--- config.mk ---
export PLATFORM = sky130hd
export DESIGN_NAME = huffman_packer_flat
export DESIGN_NICKNAME = d
export VERILOG_FILES = /design/src/rtl/huffman_pkg.sv /design/src/rtl/huffman_packer_if.sv /design/src/rtl/huffman_len.sv /design/src/rtl/huffman_packer.sv /design/src/flat_wrapper.sv
export SDC_FILE = /design/constraint.sdc
export NUM_CORES = 1
export LEC_CHECK = 0
export CORE_MARGIN = 2
export CORE_UTILIZATION = 58
export DETAILED_ROUTE_END_ITERATION = 6
export MAX_ROUTING_LAYER = met4
export PLACE_DENSITY = 0.94
export SKIP_LAST_GASP = 1
export SLEW_MARGIN = 15
export SYNTH_ARGS = -nofsm -noshare
export SYNTH_HDL_FRONTEND = slang
export SYNTH_SLANG_ARGS = --single-unit
--- constraint.sdc ---
create_clock -name clk -period 5.9 [get_ports clk]
set_clock_uncertainty 0.2 [all_clocks]
set_input_delay 1.18 -clock clk [delete_from_list [all_inputs] [get_ports clk]]
set_output_delay 1.18 -clock clk [all_outputs]
set_load 0.02 [all_outputs]
--- src/rtl/huffman_pkg.sv ---
// Shared types and sizing for the Huffman bit packer and its length helper.
package huffman_pkg;

    localparam int NUM_SYMS = 6;
    localparam int CODE_W   = 8;
    localparam int LEN_W    = 4;
    localparam int ACC_W    = 16;
    localparam int BCNT_W   = 5;

    typedef enum logic [1:0] {
        IDLE  = 2'd0,
        RUN   = 2'd1,
        FLUSH = 2'd2
    } state_t;

    // Low-ones mask of the given length; len 8 yields 8'hFF.
    function automatic logic [CODE_W-1:0] low_mask(input logic [LEN_W-1:0] len);
        logic [CODE_W:0] m;
        m = ((CODE_W+1)'(1) << len) - (CODE_W+1)'(1);
        return m[CODE_W-1:0];
    endfunction

endpackage

--- src/rtl/huffman_packer_if.sv ---
// Symbol-in / byte-out streaming handshake of the Huffman packer.
interface huffman_packer_if;

    logic       sym_valid;
    logic [7:0] sym;
    logic       sym_ready;
    logic       byte_valid;
    logic [7:0] byte_out;
    logic       byte_ready;

    modport master (
        output sym_valid, sym, byte_ready,
        input  sym_ready, byte_valid, byte_out
    );

    modport slave (
        input  sym_valid, sym, byte_ready,
        output sym_ready, byte_valid, byte_out
    );

endinterface

--- src/rtl/huffman_len.sv ---
// Codeword length from a contiguous low-ones mask (popcount, 0..8).
module huffman_len
    import huffman_pkg::*;
(
    input  logic [CODE_W-1:0] mask,
    output logic [LEN_W-1:0]  len
);

    always_comb begin
        len = '0;
        // NOTE: blocking '=' is required here; each loop iteration must see the sum built so far.
        for (int i = 0; i < CODE_W; i++) begin
            len = len + LEN_W'(mask[i]);
        end
    end

endmodule

--- src/rtl/huffman_packer.sv ---
// Packs variable-length Huffman codewords MSB-first into a byte stream,
// with flush-to-byte padding and a per-symbol error flag.
module huffman_packer
    import huffman_pkg::*;
(
    input  logic             clk,
    input  logic             reset,
    input  logic             code_valid,
    input  logic [7:0]       HC1,
    input  logic [7:0]       HC2,
    input  logic [7:0]       HC3,
    input  logic [7:0]       HC4,
    input  logic [7:0]       HC5,
    input  logic [7:0]       HC6,
    input  logic [7:0]       M1,
    input  logic [7:0]       M2,
    input  logic [7:0]       M3,
    input  logic [7:0]       M4,
    input  logic [7:0]       M5,
    input  logic [7:0]       M6,
    input  logic             flush,
    huffman_packer_if.slave  stream,
    output logic             done,
    output logic             err,
    output logic [15:0]      sym_cnt
);

    logic [CODE_W-1:0] hc_in   [NUM_SYMS];
    logic [CODE_W-1:0] m_in    [NUM_SYMS];
    logic [LEN_W-1:0]  len_new [NUM_SYMS];

    assign hc_in = '{HC1, HC2, HC3, HC4, HC5, HC6};
    assign m_in  = '{M1, M2, M3, M4, M5, M6};

    for (genvar g = 0; g < NUM_SYMS; g++) begin : g_len
        huffman_len u_len (
            .mask (m_in[g]),
            .len  (len_new[g])
        );
    end

    state_t            state_q, state_d;
    logic              cv_q;
    logic [CODE_W-1:0] hc_q  [NUM_SYMS];
    logic [LEN_W-1:0]  len_q [NUM_SYMS];
    logic [ACC_W-1:0]  acc_q;
    logic [BCNT_W-1:0] bcnt_q;

    logic              load;
    logic              accept;
    logic              byte_fire;
    logic [LEN_W-1:0]  sel_len;
    logic [CODE_W-1:0] sel_code;
    logic [BCNT_W-1:0] shamt;
    logic [ACC_W-1:0]  ins;

    assign load = (state_q == IDLE) && code_valid && !cv_q;

    always_comb begin
        // NOTE: every output of a combinational block gets a default first, so no path can infer a latch.
        state_d = state_q;
        case (state_q)
            IDLE:    if (load)           state_d = RUN;
            RUN:     if (flush)          state_d = FLUSH;
            FLUSH:   if (bcnt_q == '0)   state_d = RUN;
            default:                     state_d = IDLE;
        endcase
    end

    always_ff @(posedge clk or posedge reset) begin
        if (reset) state_q <= IDLE;
        else       state_q <= state_d;
    end

    assign stream.sym_ready  = (state_q == RUN) && (bcnt_q < BCNT_W'(8)) && !flush;
    assign stream.byte_valid = ((state_q != IDLE) && (bcnt_q >= BCNT_W'(8)))
                             || ((state_q == FLUSH) && (bcnt_q != '0));
    assign stream.byte_out   = acc_q[ACC_W-1:ACC_W-8];

    assign accept    = stream.sym_valid && stream.sym_ready;
    assign byte_fire = stream.byte_valid && stream.byte_ready;

    // Unknown symbols select length 0 and therefore fall into the error path.
    always_comb begin
        sel_len  = '0;
        sel_code = '0;
        for (int k = 0; k < NUM_SYMS; k++) begin
            if (stream.sym == 8'(k + 1)) begin
                sel_len  = len_q[k];
                sel_code = hc_q[k];
            end
        end
        shamt = BCNT_W'(ACC_W) - bcnt_q - BCNT_W'(sel_len);
        ins   = {8'h00, sel_code & low_mask(sel_len)} << shamt;
    end

    always_ff @(posedge clk or posedge reset) begin
        if (reset) begin
            // A code_valid level held through reset must not count as a new load edge.
            cv_q    <= 1'b1;
            acc_q   <= '0;
            bcnt_q  <= '0;
            sym_cnt <= '0;
            err     <= 1'b0;
            done    <= 1'b0;
            // NOTE: the code tables are a handful of flops, not a RAM, so they can and do take reset.
            for (int k = 0; k < NUM_SYMS; k++) begin
                hc_q[k]  <= '0;
                len_q[k] <= '0;
            end
        end else begin
            cv_q <= code_valid;
            done <= (state_q == FLUSH) && (bcnt_q == '0);

            if (load) begin
                for (int k = 0; k < NUM_SYMS; k++) begin
                    hc_q[k]  <= hc_in[k];
                    len_q[k] <= len_new[k];
                end
            end

            if (accept) begin
                sym_cnt <= sym_cnt + 16'd1;
                if (sel_len == '0) begin
                    err <= 1'b1;
                end else begin
                    acc_q  <= acc_q | ins;
                    bcnt_q <= bcnt_q + BCNT_W'(sel_len);
                end
            end else if (byte_fire) begin
                acc_q  <= acc_q << 8;
                bcnt_q <= (bcnt_q >= BCNT_W'(8)) ? bcnt_q - BCNT_W'(8) : '0;
            end
        end
    end

endmodule

--- src/flat_wrapper.sv ---
// flat-port wrapper written by rule: the top's interface ports become plain ports
module huffman_packer_flat import huffman_pkg::*;
  (clk, reset, code_valid, HC1, HC2, HC3, HC4, HC5, HC6, M1, M2, M3, M4, M5, M6, flush, done, err, sym_cnt, stream_sym_valid, stream_sym, stream_byte_ready, stream_sym_ready, stream_byte_valid, stream_byte_out);
  huffman_packer_if stream_i ();
  input  logic clk;
  input  logic reset;
  input  logic code_valid;
  input  logic [7:0] HC1;
  input  logic [7:0] HC2;
  input  logic [7:0] HC3;
  input  logic [7:0] HC4;
  input  logic [7:0] HC5;
  input  logic [7:0] HC6;
  input  logic [7:0] M1;
  input  logic [7:0] M2;
  input  logic [7:0] M3;
  input  logic [7:0] M4;
  input  logic [7:0] M5;
  input  logic [7:0] M6;
  input  logic flush;
  output logic done;
  output logic err;
  output logic [15:0] sym_cnt;
  input wire logic [$bits(stream_i.sym_valid)-1:0] stream_sym_valid;
  input wire logic [$bits(stream_i.sym)-1:0] stream_sym;
  input wire logic [$bits(stream_i.byte_ready)-1:0] stream_byte_ready;
  output wire logic [$bits(stream_i.sym_ready)-1:0] stream_sym_ready;
  output wire logic [$bits(stream_i.byte_valid)-1:0] stream_byte_valid;
  output wire logic [$bits(stream_i.byte_out)-1:0] stream_byte_out;
  assign stream_i.sym_valid = stream_sym_valid;
  assign stream_i.sym = stream_sym;
  assign stream_i.byte_ready = stream_byte_ready;
  assign stream_sym_ready = stream_i.sym_ready;
  assign stream_byte_valid = stream_i.byte_valid;
  assign stream_byte_out = stream_i.byte_out;
  huffman_packer u_core (.clk(clk), .reset(reset), .code_valid(code_valid), .HC1(HC1), .HC2(HC2), .HC3(HC3), .HC4(HC4), .HC5(HC5), .HC6(HC6), .M1(M1), .M2(M2), .M3(M3), .M4(M4), .M5(M5), .M6(M6), .flush(flush), .stream(stream_i), .done(done), .err(err), .sym_cnt(sym_cnt));
endmodule
==> flow_metrics.env, run 1 <==
export IMPL_root_buffer="clkbuf_16"
export IMPL_row_count=41
export IMPL_yosysSeqAreaShare_pct=38.4
export IMPL_status="finished clean"
export IMPL_arrival_ns=5.12
export IMPL_gp_congestion=0.917
export IMPL_top_layer="met4"
export IMPL_clock_path_buffers=2
export IMPL_htreeDepth=4
export IMPL_vias=6644
export IMPL_rrSetupSlack_ns=2.02
export IMPL_path_max_fanout=12
export IMPL_synthFlopType="dfrtp_1"
export IMPL_grt_max_degree=86
export IMPL_wl_per_cell_um=16.9
export IMPL_drtPass1Iterations=5
export IMPL_grt_util_all_layers_pct=31.0
export IMPL_grt_pass1_wl_um=32100
export IMPL_hpwl_um=13700
export IMPL_synth_distinct_cells=76
export IMPL_dr_wl_met2_um=9720
export IMPL_holdWs_ns=0.270
export IMPL_leakage_nw=4.42
export IMPL_slew_viol_final=0
export IMPL_peakVddDrop_mv=0.230
export IMPL_required_ns=6.04
export IMPL_ant_nets=0
export IMPL_antenna_found_initial=0
export IMPL_die_area_sq_mm=0.0138
export IMPL_wl_um=19300
export IMPL_port_buffers=137
export IMPL_synth_warnings=0
export IMPL_startpoint_type="primary input"
export IMPL_netlist_area_sq_mm=0.00744
export IMPL_cts_setup_buffers=0
export IMPL_max_clock_freq_mhz=201
export IMPL_final_hold_viol_count=0
export IMPL_final_util_pct=75.8
export IMPL_grt_pass1_vias=6807
export IMPL_die_x_um=117
export IMPL_hold_class="reg -> reg"
export IMPL_period_needed_ns=4.98
export IMPL_synthCells=837
export IMPL_fin_crit_sh_pct=84.4
export IMPL_setup_violations=0
export IMPL_diodes=0
export IMPL_clk_pin_slew_ns=0.06
export IMPL_syn_nets=1004
export IMPL_power_density_mw_per_mm2=363
export IMPL_tightest_slew_ns=0.898
export IMPL_slew_headroom_pct=40.1
export IMPL_fp_dieH_um=117
export IMPL_syn_to_final_growth_pct=28.0
export IMPL_cts_inserted_buffers=17
export IMPL_ioPinCount=138
export IMPL_rsz0062_at_grt="false"
export IMPL_critical_path_class="in -> reg"
export IMPL_synth_edf_count=0
export IMPL_holdBufCountCts=0
export IMPL_core_area_sq_mm=0.0126
export IMPL_grt_overflow_total=0
export IMPL_wl_met1_um=7890
export IMPL_drv_cap=0
export IMPL_tns_ns=0
export IMPL_nets=1122
export IMPL_post_cts_resized=0
export IMPL_layout_drive_gt1_share_pct=7.85
export IMPL_drc=0
export IMPL_insertion_delay_ns=0.42
export IMPL_initial_core_util_pct=59.2
export IMPL_drtIter0Drc=585
export IMPL_viasPerCell=5.83
export IMPL_endpoint_kind="register"
export IMPL_cts_sinks=114
export IMPL_synth_seq_cells=114
export IMPL_wl_met3_um=1140
export IMPL_synth_async_sr_flop_share_pct=100
export IMPL_cts_tree="done"
export IMPL_synth_avg_cell_area_sq_um=8.89
-- cell type report --
type	instances	area (sq um)
fillers	852	3040
clock buffers	18	429
well taps	172	215
flip-flops and latches	114	2850
clock inverters	14	213
multi-input cells	593	4050
repair buffers	149	1460
inverters	80	304
-- logic make-up (layout without fill, tap and decap cells) --
kind of cell	after synthesis	in the layout	synth area share, %
and+or+nand+nor	338	338	20.5
AOI/OAI and AO/OA	142	142	13.7
buffers and inverters	130	261	7.25
DFF	114	114	38.4
adders and majority gates	57	57	12.2
muxes	29	29	4.86
xor gates and xnor gates	27	27	3.18
-- sequential cells by signal (all words and copies together) (netlist names) --
signal and count:
u_core.hc_q 48, u_core.len_q 24, u_core.acc_q 16, u_core.sym_cnt 16, u_core.bcnt_q 5, u_core.state_q 2
u_core.cv_q 1, u_core.done 1, u_core.err 1
-- through the flow --
step           setup slack, ns  area, sq um  instances  total power (W)
2_1_floorplan             1.31         7440        837          0.00193
5_1_grt                  0.665         9530       1140          0.00367
6_report                 0.918         9530       1140          0.00346
3_3_place_gp             0.679         8880       1108          0.00224
4_1_cts                   1.02         9530       1140          0.00345
3_5_place_dp             0.591         8880       1108          0.00231
-- layer usage --
layer,track usage (%),up-vias
met5,-,-
met4,11.1,0
met3,6.59,61
met2,51.3,288
met1,37.6,3254
li1,-,3041
-- layout by cell type, fill, tap and decap left out, types with 6 or more instances in the layout --
cell and count:
o21ai_0 30, fa_1 26, xor2_1 8, clkdlybuf4s50_1 136, buf_4 12, dfrtp_1 113
a211oi_1 6, nor2b_1 9, a22o_1 10, nand3b_1 9, and3_1 9, nand2b_1 6
clkbuf_16 17, nor3_1 8, nand2_1 215, o211ai_1 6, mux2i_1 17, nor2_1 32
a21oi_1 25, a31oi_1 7, ha_1 31, xnor2_1 19, mux2_2 7, inv_1 76
or3_1 6, nand3_1 17
-- worst max-delay path, cell delays in order --
cell,delay (ns)
clkdlybuf4s50_1,0.76
nand2b_1,0.18
o221ai_1,0.34
and3_1,0.35
inv_1,0.15
ha_1,0.35
ha_1,0.36
a21oi_1,0.09
xnor2_1,0.38
and2_1,0.25
nor2b_1,0.44
o21ai_0,0.16
nor2_1,0.12
-- report_power, final --
group          total (W)  leakage, nW  switching [W]  internal, W
combinational    0.00111         2.65       0.000633     0.000473
clock            0.00112        0.302       0.000377     0.000747
sequential       0.00123         1.47       0.000187      0.00105
total            0.00346         4.42        0.00120      0.00226
-- synthesized netlist by cell type, types with 10 or more instances --
master	instances	area, sq um
fa_1	26	521
a21oi_1	25	125
o21ai_0	30	150
buf_4	11	82.6
xnor2_1	19	166
dfrtp_1	113	2830
clkbuf_1	31	116
nand3_1	17	85.1
ha_1	31	388
nand2_1	215	807
inv_1	77	289
nor2_1	32	120
a22o_1	10	87.6
mux2i_1	17	170
-- worst paths after layout --
check,from,to,depth (start not counted)
max reg2reg,u_core.len_q[15]$_DFFE_PP0P_,u_core.acc_q[7]$_DFFE_PP0P_,12
min,u_core.sym_cnt[15]$_DFFE_PP0P_,u_core.sym_cnt[15]$_DFFE_PP0P_,1
min in group asynchronous,reset,u_core.hc_q[31]$_DFFE_PP0P_,2
min reg2reg,u_core.sym_cnt[15]$_DFFE_PP0P_,u_core.sym_cnt[15]$_DFFE_PP0P_,1
max in group asynchronous,reset,u_core.cv_q$_DFF_PP1_,3
max,stream_sym[0],u_core.acc_q[7]$_DFFE_PP0P_,13
No activity file was read; power rests on OpenSTA's default activity.
==> run 2: changes to the inputs <==
CORE_UTILIZATION = 53   (was 58)
PLACE_DENSITY = 0.88   (was 0.94)
clock period = 5.2 ns   (was 5.9 ns; I/O delays follow)
==> flow_metrics.env, run 2 (synthesis results as in run 1) <==
export IMPL_tightest_slew_ns=0.782
export IMPL_status="finished clean"
export IMPL_max_clock_freq_mhz=215
export IMPL_cts_inserted_buffers=17
export IMPL_final_common_cell="nand2_1"
export IMPL_period_needed_ns=4.65
export IMPL_grt_max_degree=86
export IMPL_slew_viol_final=0
export IMPL_row_count=43
export IMPL_endpoint_kind="register"
export IMPL_fp_dieH_um=122
export IMPL_hpwl_um=13800
export IMPL_grt_pass1_wl_um=31000
export IMPL_layout_common_cells="nand2_1, clkdlybuf4s50_1, dfrtp_1"
export IMPL_root_buffer="clkbuf_16"
export IMPL_cts_tree="done"
export IMPL_holdWs_ns=0.270
export IMPL_final_util_pct=69.6
export IMPL_cts_sinks=114
export IMPL_arrival_ns=4.75
export IMPL_startpoint="stream_sym[4]"
export IMPL_r2r_cells=13
export IMPL_hold_path_depth=1
export IMPL_critical_path_class="in -> reg"
export IMPL_port_buffers=137
export IMPL_initial_core_util_pct=54.0
export IMPL_drtIter0Drc=529
export IMPL_worst_path_stages=12
export IMPL_required_ns=5.29
export IMPL_nets=1141
export IMPL_vias=6471
export IMPL_diodes=0
export IMPL_clk_pin_slew_ns=0.05
export IMPL_cp_cell_sequence="clkdlybuf4s50_1 > or4_4 > or2_4 > nor4_4 > ha_1 > inv_1 > ha_1 > fa_1 > inv_1 > mux4_2 > a22oi_2 > o21ai_1"
export IMPL_htreeDepth=4
export IMPL_final_hold_viol_count=0
export IMPL_crit_buf_inv=3
export IMPL_wl_per_cell_um=16.0
export IMPL_antenna_found_initial=0
export IMPL_drv_cap=0
export IMPL_total_power_w=0.00372
export IMPL_largest_reg_flops=48
export IMPL_ioPinCount=138
export IMPL_clock_path_buffers=2
export IMPL_drtPass1Iterations=5
export IMPL_max_stage_delay_ns=0.59
export IMPL_path_delay_family="simple AND/OR/NAND/NOR gates"
export IMPL_tns_ns=0
export IMPL_power_density_mw_per_mm2=388
export IMPL_setup_violations=0
export IMPL_grt_overflow_total=0
export IMPL_ant_nets=0
export IMPL_leakage_nw=4.48
export IMPL_layout_drive_gt1_share_pct=9.42
export IMPL_viasPerCell=5.54
export IMPL_post_cts_resized=0
export IMPL_slowest_stage="mux4_2"
export IMPL_die_area_sq_mm=0.0150
export IMPL_fin_crit_sh_pct=89.5
export IMPL_holdBufCountCts=0
export IMPL_syn_to_final_growth_pct=28.8
export IMPL_rsz0062_at_grt="false"
export IMPL_grt_util_all_layers_pct=27.0
export IMPL_top_regs="u_core.hc_q (48), u_core.len_q (24)"
export IMPL_die_x_um=122
export IMPL_hold_class="reg -> reg"
export IMPL_slew_headroom_pct=47.8
export IMPL_wl_um=18700
export IMPL_rrSetupSlack_ns=1.49
export IMPL_cts_setup_buffers=0
export IMPL_drc=0
export IMPL_top_register="u_core.hc_q"
export IMPL_path_max_fanout=11
export IMPL_worstHoldStart="u_core.sym_cnt[15]$_DFFE_PP0P_"
export IMPL_insertion_delay_ns=0.42
export IMPL_core_area_sq_mm=0.0138
export IMPL_regToRegStartpoint="u_core.len_q[10]$_DFFE_PP0P_"
export IMPL_peakVddDrop_mv=0.258
export IMPL_gp_congestion=1.01
export IMPL_grt_pass1_vias=6514
export IMPL_startpoint_type="primary input"
## run 2: cell count changes in the layout (fill, tap and decap cells not counted)
cell	previous run	this run
buf_4	12	31
clkbuf_1	1	3
clkinv_4	2	0
clkinv_2	4	6
clkbuf_8	0	2
bufinv_16	5	1
## run 2: metrics by stage
| stage | setup WS, ns | cell area [sq um] | instances |
|---|---|---|---|
| floorplan | 0.745 | 7440 | 837 |
| global placement | 0.217 | 9040 | 1135 |
| detailed placement | 0.138 | 9040 | 1135 |
| CTS | 0.570 | 9590 | 1167 |
| global route | 0.329 | 9590 | 1167 |
| finish | 0.548 | 9590 | 1167 |
## run 2: final timing paths
check,end
min,u_core.sym_cnt[15]$_DFFE_PP0P_
max,u_core.acc_q[14]$_DFFE_PP0P_
min reg2reg,u_core.sym_cnt[15]$_DFFE_PP0P_
max in group asynchronous,u_core.cv_q$_DFF_PP1_
min in group asynchronous,u_core.hc_q[40]$_DFFE_PP0P_
max reg2reg,u_core.acc_q[11]$_DFFE_PP0P_
## run 2: area by class of cell
cell class / instances / area, sq um
clock buffer: 22 / 464
clock inverter: 10 / 85.1
tap: 180 / 225
sequential: 114 / 2850
inverter: 80 / 304
timing repair buffer: 168 / 1600
fill: 1056 / 4190
multi-input combinational: 593 / 4050
## run 2: worst register-to-register path, stage by stage (launching register included)
cell and delay [ns]:
dfrtp_1 0.37, mux2i_1 0.12, mux4_2 0.51, or2_4 0.27, ha_1 0.38, ha_1 0.33
a21o_1 0.16, a21oi_1 0.18, xnor2_1 0.14, buf_4 0.16, and3_1 0.18, a311o_1 0.34
a21oi_1 0.14, a21oi_1 0.09
## run 2: per-layer routing
metal	up-vias	global-route usage, %	wire length, um
li1	3072	-	-
met1	3139	34.1	7920
met2	235	44.9	9510
met3	25	5.02	1040
met4	0	7.33	251
met5	-	-	0
## run 2: report_power, final
| group | switching (W) | internal, W | total [W] |
|---|---|---|---|
| Combinational | 0.000695 | 0.000556 | 0.00125 |
| Clock | 0.000410 | 0.000676 | 0.00109 |
| Sequential | 0.000199 | 0.00119 | 0.00138 |
